### src/rtl/tl_rx_fc_pkg.sv
// Shared encodings for the RX flow-control credit capture block.
package tl_rx_fc_pkg;

  typedef enum logic [1:0] {
    FC_TYPE_P    = 2'b00,
    FC_TYPE_NP   = 2'b01,
    FC_TYPE_CPL  = 2'b10,
    FC_TYPE_RSVD = 2'b11
  } fc_type_e;

  typedef enum logic [1:0] {
    FC_KIND_INIT1  = 2'b00,
    FC_KIND_INIT2  = 2'b01,
    FC_KIND_UPDATE = 2'b10,
    FC_KIND_RSVD   = 2'b11
  } fc_kind_e;

  typedef enum logic [1:0] {
    FC_INIT1  = 2'b00,
    FC_INIT2  = 2'b01,
    FC_ACTIVE = 2'b10
  } fc_state_e;

  localparam int FC_NUM_TYPES = 3;

endpackage

### src/rtl/tl_rx_fc_credit_capture_if.sv
// DLL flow-control packet bundle; master is the DLL side, slave the credit capture block.
interface tl_rx_fc_credit_capture_if #(
  parameter int HDR_W  = 12,
  parameter int DATA_W = 16
);
  logic              dll_valid;
  logic [1:0]        dll_fc_type;
  logic [1:0]        dll_fc_kind;
  logic [HDR_W-1:0]  dll_hdr_creds;
  logic [DATA_W-1:0] dll_data_creds;
  logic [1:0]        dll_hdr_scale;
  logic [1:0]        dll_data_scale;

  modport master (
    output dll_valid, dll_fc_type, dll_fc_kind,
           dll_hdr_creds, dll_data_creds, dll_hdr_scale, dll_data_scale
  );

  modport slave (
    input  dll_valid, dll_fc_type, dll_fc_kind,
           dll_hdr_creds, dll_data_creds, dll_hdr_scale, dll_data_scale
  );
endinterface

### src/rtl/tl_rx_fc_type_regs.sv
// Per-FC-type credit/scale store: first capture_en wins, update_en refreshes non-infinite credits.
module tl_rx_fc_type_regs #(
  parameter int HDR_W  = 12,
  parameter int DATA_W = 16
) (
  input  logic              clk,
  input  logic              rst,
  input  logic              clr_i,
  input  logic              capture_en_i,
  input  logic              update_en_i,
  input  logic [HDR_W-1:0]  hdr_creds_i,
  input  logic [DATA_W-1:0] data_creds_i,
  input  logic [1:0]        hdr_scale_i,
  input  logic [1:0]        data_scale_i,
  output logic [HDR_W-1:0]  hdr_creds_o,
  output logic [DATA_W-1:0] data_creds_o,
  output logic [1:0]        hdr_scale_o,
  output logic [1:0]        data_scale_o,
  output logic              hdr_inf_o,
  output logic              data_inf_o,
  output logic              got_o
);

  logic [HDR_W-1:0]  hdr_q,  hdr_d;
  logic [DATA_W-1:0] data_q, data_d;
  logic [1:0]        hscale_q, hscale_d, dscale_q, dscale_d;
  logic              hinf_q, hinf_d, dinf_q, dinf_d, got_q, got_d;

  always_comb begin
    hdr_d    = hdr_q;
    data_d   = data_q;
    hscale_d = hscale_q;
    dscale_d = dscale_q;
    hinf_d   = hinf_q;
    dinf_d   = dinf_q;
    got_d    = got_q;
    if (capture_en_i && !got_q) begin
      hdr_d    = hdr_creds_i;
      data_d   = data_creds_i;
      hscale_d = hdr_scale_i;
      dscale_d = data_scale_i;
      hinf_d   = (hdr_creds_i == '0);
      dinf_d   = (data_creds_i == '0);
      got_d    = 1'b1;
    end else if (update_en_i) begin
      // Infinite fields were advertised as 0 and must never become finite.
      if (!hinf_q) hdr_d  = hdr_creds_i;
      if (!dinf_q) data_d = data_creds_i;
    end
  end

  always_ff @(posedge clk) begin
    if (rst || clr_i) begin
      hdr_q    <= '0;
      data_q   <= '0;
      hscale_q <= 2'b00;
      dscale_q <= 2'b00;
      hinf_q   <= 1'b0;
      dinf_q   <= 1'b0;
      got_q    <= 1'b0;
    end else begin
      hdr_q    <= hdr_d;
      data_q   <= data_d;
      hscale_q <= hscale_d;
      dscale_q <= dscale_d;
      hinf_q   <= hinf_d;
      dinf_q   <= dinf_d;
      got_q    <= got_d;
    end
  end

  assign hdr_creds_o  = hdr_q;
  assign data_creds_o = data_q;
  assign hdr_scale_o  = hscale_q;
  assign data_scale_o = dscale_q;
  assign hdr_inf_o    = hinf_q;
  assign data_inf_o   = dinf_q;
  assign got_o        = got_q;

endmodule

### src/rtl/tl_rx_fc_credit_capture.sv
// Captures link-partner FC credits/scales per type and runs the INIT1 -> INIT2 -> ACTIVE handshake.
// Outputs to the checker are a mux of stored registers only, selected by dll_fc_type.
module tl_rx_fc_credit_capture
  import tl_rx_fc_pkg::*;
#(
  parameter int FC_DATA_CREDS_WIDTH  = 16,
  parameter int FC_HDR_CREDS_WIDTH   = 12,
  parameter int DLL_DATA_CREDS_WIDTH = 16,
  parameter int DLL_HDR_CREDS_WIDTH  = 12
) (
  input  logic                           clk,
  input  logic                           rst,
  input  logic                           dll_link_up,
  tl_rx_fc_credit_capture_if.slave       dll,
  input  logic                           flow_control_error,
  output logic [FC_HDR_CREDS_WIDTH-1:0]  hdr_creds_reg,
  output logic [FC_DATA_CREDS_WIDTH-1:0] data_creds_reg,
  output logic [1:0]                     hdr_scale_reg,
  output logic [1:0]                     data_scale_reg,
  output logic                           flow_control_en,
  output logic                           fc_init_done,
  output logic [2:0]                     hdr_infinite,
  output logic [2:0]                     data_infinite,
  output logic                           fc_protocol_error
);

  localparam int HEXT = (DLL_HDR_CREDS_WIDTH > FC_HDR_CREDS_WIDTH) ? DLL_HDR_CREDS_WIDTH : FC_HDR_CREDS_WIDTH;
  localparam int DEXT = (DLL_DATA_CREDS_WIDTH > FC_DATA_CREDS_WIDTH) ? DLL_DATA_CREDS_WIDTH : FC_DATA_CREDS_WIDTH;

  fc_state_e state_q, state_d;
  logic      en_q, err_q, err_d;
  logic      clr;
  logic      pkt_legal;
  logic [FC_NUM_TYPES-1:0] type_sel, capture_en, update_en, got, hinf, dinf;

  logic [HEXT-1:0]                hdr_ext;
  logic [DEXT-1:0]                data_ext;
  logic [FC_HDR_CREDS_WIDTH-1:0]  hdr_conv;
  logic [FC_DATA_CREDS_WIDTH-1:0] data_conv;

  logic [FC_HDR_CREDS_WIDTH-1:0]  hdr_arr    [FC_NUM_TYPES];
  logic [FC_DATA_CREDS_WIDTH-1:0] data_arr   [FC_NUM_TYPES];
  logic [1:0]                     hscale_arr [FC_NUM_TYPES];
  logic [1:0]                     dscale_arr [FC_NUM_TYPES];

  assign clr       = !dll_link_up;
  assign hdr_ext   = HEXT'(dll.dll_hdr_creds);
  assign data_ext  = DEXT'(dll.dll_data_creds);
  assign hdr_conv  = hdr_ext[FC_HDR_CREDS_WIDTH-1:0];
  assign data_conv = data_ext[FC_DATA_CREDS_WIDTH-1:0];
  assign pkt_legal = dll.dll_valid && (dll.dll_fc_type != FC_TYPE_RSVD);

  for (genvar i = 0; i < FC_NUM_TYPES; i++) begin : g_type
    assign type_sel[i]   = pkt_legal && (dll.dll_fc_type == 2'(i));
    assign capture_en[i] = type_sel[i] && (state_q == FC_INIT1) && (dll.dll_fc_kind == FC_KIND_INIT1);
    assign update_en[i]  = type_sel[i] && (state_q == FC_ACTIVE) && (dll.dll_fc_kind == FC_KIND_UPDATE)
                           && !flow_control_error;

    tl_rx_fc_type_regs #(
      .HDR_W  (FC_HDR_CREDS_WIDTH),
      .DATA_W (FC_DATA_CREDS_WIDTH)
    ) u_regs (
      .clk          (clk),
      .rst          (rst),
      .clr_i        (clr),
      .capture_en_i (capture_en[i]),
      .update_en_i  (update_en[i]),
      .hdr_creds_i  (hdr_conv),
      .data_creds_i (data_conv),
      .hdr_scale_i  (dll.dll_hdr_scale),
      .data_scale_i (dll.dll_data_scale),
      .hdr_creds_o  (hdr_arr[i]),
      .data_creds_o (data_arr[i]),
      .hdr_scale_o  (hscale_arr[i]),
      .data_scale_o (dscale_arr[i]),
      .hdr_inf_o    (hinf[i]),
      .data_inf_o   (dinf[i]),
      .got_o        (got[i])
    );
  end

  always_comb begin
    state_d = state_q;
    err_d   = err_q;
    case (state_q)
      FC_INIT1:  if (&got) state_d = FC_INIT2;
      FC_INIT2:  if (pkt_legal && dll.dll_fc_kind == FC_KIND_INIT2) state_d = FC_ACTIVE;
      FC_ACTIVE: begin
        if (pkt_legal && dll.dll_fc_kind == FC_KIND_UPDATE && flow_control_error) err_d = 1'b1;
      end
      default:   state_d = FC_INIT1;
    endcase
  end

  always_ff @(posedge clk) begin
    if (rst || clr) begin
      state_q <= FC_INIT1;
      en_q    <= 1'b0;
      err_q   <= 1'b0;
    end else begin
      state_q <= state_d;
      en_q    <= (state_d == FC_ACTIVE);
      err_q   <= err_d;
    end
  end

  // Select is the packet type only; credit values come from registers, never from dll_* credits.
  always_comb begin
    hdr_creds_reg  = '0;
    data_creds_reg = '0;
    hdr_scale_reg  = 2'b00;
    data_scale_reg = 2'b00;
    case (dll.dll_fc_type)
      FC_TYPE_P, FC_TYPE_NP, FC_TYPE_CPL: begin
        hdr_creds_reg  = hdr_arr[dll.dll_fc_type];
        data_creds_reg = data_arr[dll.dll_fc_type];
        hdr_scale_reg  = hscale_arr[dll.dll_fc_type];
        data_scale_reg = dscale_arr[dll.dll_fc_type];
      end
      default: ;
    endcase
  end

  assign flow_control_en   = en_q;
  assign fc_init_done      = en_q;
  assign hdr_infinite      = hinf;
  assign data_infinite     = dinf;
  assign fc_protocol_error = err_q;

endmodule
### src/flat_wrapper.sv
// flat-port wrapper written by rule: the top's interface ports become plain ports
module tl_rx_fc_credit_capture_flat import tl_rx_fc_pkg::*;
#(
  parameter int FC_DATA_CREDS_WIDTH  = 16,
  parameter int FC_HDR_CREDS_WIDTH   = 12,
  parameter int DLL_DATA_CREDS_WIDTH = 16,
  parameter int DLL_HDR_CREDS_WIDTH  = 12
)
  (clk, rst, dll_link_up, flow_control_error, hdr_creds_reg, data_creds_reg, hdr_scale_reg, data_scale_reg, flow_control_en, fc_init_done, hdr_infinite, data_infinite, fc_protocol_error, dll_dll_valid, dll_dll_fc_type, dll_dll_fc_kind, dll_dll_hdr_creds, dll_dll_data_creds, dll_dll_hdr_scale, dll_dll_data_scale);
  tl_rx_fc_credit_capture_if dll_i ();
  input  logic clk;
  input  logic rst;
  input  logic dll_link_up;
  input  logic flow_control_error;
  output logic [FC_HDR_CREDS_WIDTH-1:0] hdr_creds_reg;
  output logic [FC_DATA_CREDS_WIDTH-1:0] data_creds_reg;
  output logic [1:0] hdr_scale_reg;
  output logic [1:0] data_scale_reg;
  output logic flow_control_en;
  output logic fc_init_done;
  output logic [2:0] hdr_infinite;
  output logic [2:0] data_infinite;
  output logic fc_protocol_error;
  input wire logic [$bits(dll_i.dll_valid)-1:0] dll_dll_valid;
  input wire logic [$bits(dll_i.dll_fc_type)-1:0] dll_dll_fc_type;
  input wire logic [$bits(dll_i.dll_fc_kind)-1:0] dll_dll_fc_kind;
  input wire logic [$bits(dll_i.dll_hdr_creds)-1:0] dll_dll_hdr_creds;
  input wire logic [$bits(dll_i.dll_data_creds)-1:0] dll_dll_data_creds;
  input wire logic [$bits(dll_i.dll_hdr_scale)-1:0] dll_dll_hdr_scale;
  input wire logic [$bits(dll_i.dll_data_scale)-1:0] dll_dll_data_scale;
  assign dll_i.dll_valid = dll_dll_valid;
  assign dll_i.dll_fc_type = dll_dll_fc_type;
  assign dll_i.dll_fc_kind = dll_dll_fc_kind;
  assign dll_i.dll_hdr_creds = dll_dll_hdr_creds;
  assign dll_i.dll_data_creds = dll_dll_data_creds;
  assign dll_i.dll_hdr_scale = dll_dll_hdr_scale;
  assign dll_i.dll_data_scale = dll_dll_data_scale;
  tl_rx_fc_credit_capture #(.FC_DATA_CREDS_WIDTH(FC_DATA_CREDS_WIDTH), .FC_HDR_CREDS_WIDTH(FC_HDR_CREDS_WIDTH), .DLL_DATA_CREDS_WIDTH(DLL_DATA_CREDS_WIDTH), .DLL_HDR_CREDS_WIDTH(DLL_HDR_CREDS_WIDTH)) u_core (.clk(clk), .rst(rst), .dll_link_up(dll_link_up), .dll(dll_i), .flow_control_error(flow_control_error), .hdr_creds_reg(hdr_creds_reg), .data_creds_reg(data_creds_reg), .hdr_scale_reg(hdr_scale_reg), .data_scale_reg(data_scale_reg), .flow_control_en(flow_control_en), .fc_init_done(fc_init_done), .hdr_infinite(hdr_infinite), .data_infinite(data_infinite), .fc_protocol_error(fc_protocol_error));
endmodule
### config.mk
export PLATFORM = sky130hd
export DESIGN_NAME = tl_rx_fc_credit_capture_flat
export DESIGN_NICKNAME = d
export VERILOG_FILES = /design/src/rtl/tl_rx_fc_pkg.sv /design/src/rtl/tl_rx_fc_credit_capture_if.sv /design/src/rtl/tl_rx_fc_type_regs.sv /design/src/rtl/tl_rx_fc_credit_capture.sv /design/src/flat_wrapper.sv
export SDC_FILE = /design/constraint.sdc
export NUM_CORES = 1
export LEC_CHECK = 0
export BUFFER_PORTS_ARGS = -buffer_cell sky130_fd_sc_hd__buf_2
export CAP_MARGIN = 15
export CORE_ASPECT_RATIO = 1.2
export CORE_MARGIN = 1.5
export CORE_UTILIZATION = 50
export DETAILED_ROUTE_END_ITERATION = 10
export GPL_TIMING_DRIVEN = 0
export PLACE_DENSITY_LB_ADDON = 0.2
export SYNTH_ARGS = -nofsm -noshare
export SYNTH_HDL_FRONTEND = slang
export SYNTH_HIERARCHICAL = 1
export SYNTH_SLANG_ARGS = --single-unit
export TNS_END_PERCENT = 5
### constraint.sdc
create_clock -name clk -period 1.72 [get_ports clk]
set_input_delay 0.086 -clock clk [delete_from_list [all_inputs] [get_ports clk]]
set_output_delay 0.086 -clock clk [all_outputs]
set_load 0.01 [all_outputs]
Word-level counts from Yosys, hierarchy flattened
Cells that the tools add are included.

word-level totals
  word-level logic and storage cells = 125
  flip-flop bits (word level) = 109
  output and inout bits = 41
  input port bits = 41

operators by class
  bitwise logic cells = 1
  magnitude comparators = 1
  reduce and logical (&&, ||, !) cells = 48
  equal/unequal tests = 14
  multiplexer cells = 37

operator list
  cell                                                             count
  16-bit 2-to-1 mux                                                12
  12-bit 2-to-1 mux                                                12
  16-bit binary-select mux with 2-bit select                       1
  1-bit logical AND                                                25
  12-bit binary-select mux with 2-bit select                       1
  16-bit logical NOT                                               1
  2-bit 2-to-1 mux                                                 8
  2-bit AND reduction                                              7
  12-bit logical NOT                                               1
  2-bit by 1-bit != test with 1-bit output, second input constant  6
  2-bit binary-select mux with 2-bit select                        2
  2-bit == test, second input constant                             4
  2-bit by 1-bit == test with 1-bit output, second input constant  3
  2-bit logical NOT                                                3
  2-bit case mux with 3 select lines                               1
  2-bit nonzero test                                               3
  1-bit logical NOT                                                5
  3-bit greater-or-equal comparator, second input constant         1
  2-bit NOT with 3-bit output                                      1
  3-bit AND reduction                                              1
  3-bit OR reduction                                               1
  2-bit != test, second input constant                             1
  1-bit logical OR                                                 1

Depth between registers and ports, before layout
  depth after elaboration = 8
  gate-level depth with buffers = 8
  gate-level depth less buffers = 6

By module
Netlist, hierarchy kept.

by module, submodules not included
  module                   sequential area each (um^2)  times used  area each (um^2)  cells an instance
  tl_rx_fc_type_regs       700.7                        3           1415.1            171
  tl_rx_fc_credit_capture  80.1                         1           953.4             141

Worst setup path after synthesis
No wires, ideal clock.

  path kind = reg2reg
  start = register u_core.state_q[0]
  end = register u_core.g_type[0].u_regs.data_q[4]
  period minus slack after synthesis = 1683 ps
  setup slack = 37 ps
  data arrival time = 1614 ps
  setup time = 70 ps
  buffers on the path = 1
  cell stages (with the launch flop) = 8
  data required time = 1650 ps
  path through = dfxtp_1 -> nor4bb_1 -> nand2_1 -> nor4_1 -> and2b_4 -> buf_4 -> o21ai_1 -> a21oi_1

between the ends
  longest elaborated chain between the ends = 6
  elaborated cells on any way between the ends = 12
  those cells by class = 2 x eq/ne; 1 x mux; 9 x reduce/logical

ends and longest elaborated chain
  what                             RTL line                        text
  from (decl)                      tl_rx_fc_credit_capture.sv:30   fc_state_e state_q, state_d;
  from (signal assigned)           tl_rx_fc_credit_capture.sv:101  state_q <= state_d;
  2-bit == test                    tl_rx_fc_credit_capture.sv:56   assign update_en[i] = type_sel[i] && (state_q == FC_ACTIVE) && (dll.dll_fc_kind == FC_KIND_UPDATE)
  1-bit logical AND (2 in series)  tl_rx_fc_credit_capture.sv:56
  1-bit logical AND                tl_rx_fc_credit_capture.sv:57   && !flow_control_error;
  named net u_core.update_en[0]    tl_rx_fc_credit_capture.sv:34   logic [FC_NUM_TYPES-1:0] type_sel, capture_en, update_en, got, hinf, dinf;
  2-bit nonzero test (no line)     n/a
  2-bit AND reduction (no line)    n/a
  to (signal assigned)             tl_rx_fc_type_regs.sv:63        data_q <= data_d;
  to (decl)                        tl_rx_fc_type_regs.sv:25        logic [DATA_W-1:0] data_q, data_d;

The timed path passes the listed nets, and every way through them passes these cells.
A chain may end at the register's enable or synchronous reset.

Final worst setup path
  start = register u_core.state_q[0]
  end = register u_core.g_type[1].u_regs.hdr_q[2]

between the ends
  longest elaborated chain between the ends = 6
  elaborated cells on any way between the ends = 12
  those cells by class = 2 x eq/ne; 1 x mux; 9 x reduce/logical

ends and longest elaborated chain
  what                             RTL line                       text
  2-bit == test                    tl_rx_fc_credit_capture.sv:56
  1-bit logical AND (2 in series)  tl_rx_fc_credit_capture.sv:56
  1-bit logical AND                tl_rx_fc_credit_capture.sv:57
  named net u_core.update_en[1]    tl_rx_fc_credit_capture.sv:34
  2-bit nonzero test (no line)     n/a
  2-bit AND reduction (no line)    n/a
  to (signal assigned)             tl_rx_fc_type_regs.sv:62       hdr_q <= hdr_d;
  to (decl)                        tl_rx_fc_type_regs.sv:24       logic [HDR_W-1:0] hdr_q, hdr_d;

The timed path passes the listed nets, and every way through them passes these cells.

==> results summary <==
In the routed layout, each cell is associated on average with a via count of 6.25. The total of max-cap violations is 0. The arrival time at the worst endpoint came out at 2140 ps. The highest clock frequency the design can meet is 536 MHz. The worst hold path belongs to the class input pin to flop. The worst reg-to-reg setup slack came out at -140 ps. The floorplan die area is 11000 um2. The cell sitting at the root of the clock tree is a clkbuf_16. The detail route stage leaves a number of antenna-violating nets equal to 0. The number of nets in the synthesized netlist is 695. The detailed-routing iteration count for the pre-antenna-repair pass is 8. The vertical extent of the die came out at 115 um. The clock sink count came out at 109. The congestion estimate from routability-driven global placement came to 0.865. The share of cells above drive strength 1 is 26.8%. The violation count after the first detailed-route iteration is 461. The pin slew with the least headroom to its limit came out at 610 ps.

For this run, design rule violations remaining after detail routing come to 0. IR analysis of the VDD net gives a maximum drop of 435 uV. The total routing usage reported by global routing is 32.2%. Counting flops and latches in the post-synthesis netlist gives 109. The worst setup path is captured at a flop.

The synthesized instance count is 654. At the end of the flow, the number of nets in the layout was 806. The final count of negative-setup-slack endpoints came out at 87. The tightest hold margin came out at 2.79 ps.

For the final routed database, the setup TNS stands at -4630 ps. The hold violation count in the final report is 0. The internal power contribution came out at 3.84 mW.

The total CTS buffers is 9. With fillers left out, the area of the finished cells amounts to 6550 um2. Setup repair after global routing could not meet its margin everywhere. The floorplan step set the die width to 96.1 um. The kind of critical path is flop to flop. Of the total power, combinational logic draws 8.2%.

The maximum number of pins on one net before global-route repair is 17. In this run the worst path has a maximum fanout of 5. The number of warnings printed during yosys synthesis came out at 6. The number of diodes added for antenna fixing came out at 0. The total wire length after detailed routing came out at 17700 um. The fraction of power consumed by sequential logic is 50.3%.

The layout-stage area growth over the synthesis result is 25.9%. The clock edge transition at the registers on the reported setup and hold paths came out at 70 ps. The number of distinct library cell variants in the gate-level netlist after synthesis came out at 26.

The vias after detailed routing is 5598. Pin placement for this block handled 82 I/O pins. The global-route wire length before repair is 26800 um. The initial antenna violation count came out at 0. The number of standard-cell rows in the floorplan is 40. The via count of the first global-routing pass came out at 5177.

The clock tree synthesis step divided the H-tree into 3 levels. The type of element launching the critical path is a flop. The critical path required time is 2000 ps.

The area of the core is 10100 um2. The switching part of the total came out at 23.9%. The number of buffers inserted by port buffering came out at 80.

The setup clock skew after layout came out at 6.50 ps. The average cell area after synthesis came out at 7.95 um2. The final reports fail on setup timing. The sequential area share after synthesis came out at 42.0%. For this configuration, the core starts out at a cell density of 51.7%. The placed instances occupy a cell area of 5760 um2.

In this run the power density over the cells is 771 nW/um2. Of the available clock period, the critical path in the final layout requires 108%. The proportion of power drawn by the clock network came out at 41.5%. The number of pins with negative max-slew slack in the final report is 0.

The worst setup margin is -145 ps. The mapped cell area came out at 5200 um2. The switching power is 1.21 mW. The run finished, with violations left.

The clock latency at the later pin of the worst-skew pair is 350 ps. The number of buffers between clock root and the deepest sink came out at 2. The aggregate global routing overflow came out at 0. TritonCTS built the clock tree.

The worst slew margin relative to its limit is 59.3%. The final HPWL from detailed placement is 12000 um. The post-route minimum period came out at 1860 ps.

The wire length per cell after detailed routing is 19.8 um. In this run the static leakage power is 2.35 nW.
power groups by stage:
stage          Sequential (mW)  Combinational (mW)  Clock [mW]
2_1_floorplan             2.60               0.187           0
3_3_place_gp              2.60               0.360           0
3_5_place_dp              2.60               0.367           0
4_1_cts                   2.54               0.380        2.11
5_1_grt                   2.54               0.434        2.19
6_report                  2.54               0.412        2.09
per-stage QoR:
step / setup WS [ps] / total power, mW / std cells / util (%)
2_1_floorplan: 36.6 / 2.78 / 654 / -
3_3_place_gp: -359 / 2.96 / 860 / 57.2
3_5_place_dp: -468 / 2.96 / 860 / 57.2
4_1_cts: -155 / 5.02 / 889 / 62.4
5_1_grt: -204 / 5.16 / 896 / 65.1
6_report: -145 / 5.04 / 896 / 65.1
cell type report:
class / count / area [um2]
multi-input combinational: 482 / 2740
inverter: 2 / 7.51
buffer: 61 / 554
sequential: 109 / 2190
fill: 895 / 3510
clock buffer: 12 / 246
tap: 126 / 158
timing repair buffer: 100 / 607
clock inverter: 4 / 47.5
state kept, by name, summed over array words and instances (netlist names):
signal,cells
u_core/fc_init_done,1
u_core/fc_protocol_error,1
u_core/g_type.u_regs/data_creds_o,48
u_core/g_type.u_regs/data_inf_o,3
u_core/g_type.u_regs/data_scale_o,6
u_core/g_type.u_regs/got_o,3
u_core/g_type.u_regs/hdr_creds_o,36
u_core/g_type.u_regs/hdr_inf_o,3
u_core/g_type.u_regs/hdr_scale_o,6
u_core/state_q,2
worst max-delay path, stage by stage, from the launching register on:
cell and delay (ps):
dfxtp_4 350, nor4bb_4 260, nand2_2 140, buf_6 140, nor3_4 250, and2b_2 260, buf_6 150, o21ai_1 60
a21oi_1 150
placed cells by master, fill, tap and decap left out, drive strengths merged:
master       instances
o21ai              120
nand3b               1
nor2b                1
clkinvlp             1
nor3                 5
nor4bb               1
buf                155
clkinv               2
nand4                3
nand4b               1
nand2               62
bufinv               1
dfxtp              109
mux2i               32
inv                  2
a31oi                1
or2                  3
nor4                23
dlygate4sd3          3
nor2                11
clkbuf              14
nand3               94
a31o                 2
nand2b              12
bufbuf               1
and2b               10
a21oi              100
cell usage after synthesis (all sizes together):
cell / number / share of area (%)
nor4bb: 1 / 0.19
nand4b: 1 / 0.17
clkbuf: 2 / 0.14
a31o: 2 / 0.34
inv: 2 / 0.14
nor3: 5 / 0.48
or2: 3 / 0.36
nand3: 94 / 9.0
a31oi: 1 / 0.12
a21oi: 100 / 9.6
nor4: 23 / 2.8
buf: 59 / 7.8
nand4: 3 / 0.36
o21ai: 120 / 12
nand2: 62 / 4.5
and2b: 10 / 1.7
nand2b: 12 / 1.4
dfxtp: 109 / 42
nor2b: 1 / 0.12
nor2: 11 / 0.79
mux2i: 32 / 6.2
nand3b: 1 / 0.14
worst paths after layout:
kind / end / depth (start not counted) / from
worst max register to register: u_core/g_type[1].u_regs/hdr_creds_o[2] / 8 / u_core/state_q[0]
worst min-delay path: u_core/g_type[1].u_regs/hdr_scale_o[1] / 3 / dll_dll_hdr_scale[1]
worst min register to register: u_core/g_type[0].u_regs/data_scale_o[1] / 2 / u_core/g_type[0].u_regs/data_scale_o[1]
worst max-delay path: u_core/g_type[1].u_regs/hdr_creds_o[2] / 8 / u_core/state_q[0]
cells by family after synthesis:
logic type,Yosys count,share of synthesized area (%)
flops,109,42.0
buf+inv,63,8.13
mux,32,6.16
simple gates,227,22.1
compound gates,223,21.6
timing repair:
item,4_1_cts,5_1_grt
setup endpoints to repair,86,102
hold buffers,3,0
pin swaps,11,48
resized for setup,25,63
cloned,1,1
endpoints found under the hold margin,5,0
setup buffers,9,6
layer usage:
layer  up-vias  global-route usage (%)  share of wire [%]
li1       2569                       -                  -
met1      2650                    38.8                 38
met2       315                    53.8                 49
met3        64                    5.44                7.7
met4         0                    18.0                4.6
met5         -                       0                  0
Power figures use the tool's default switching activity.
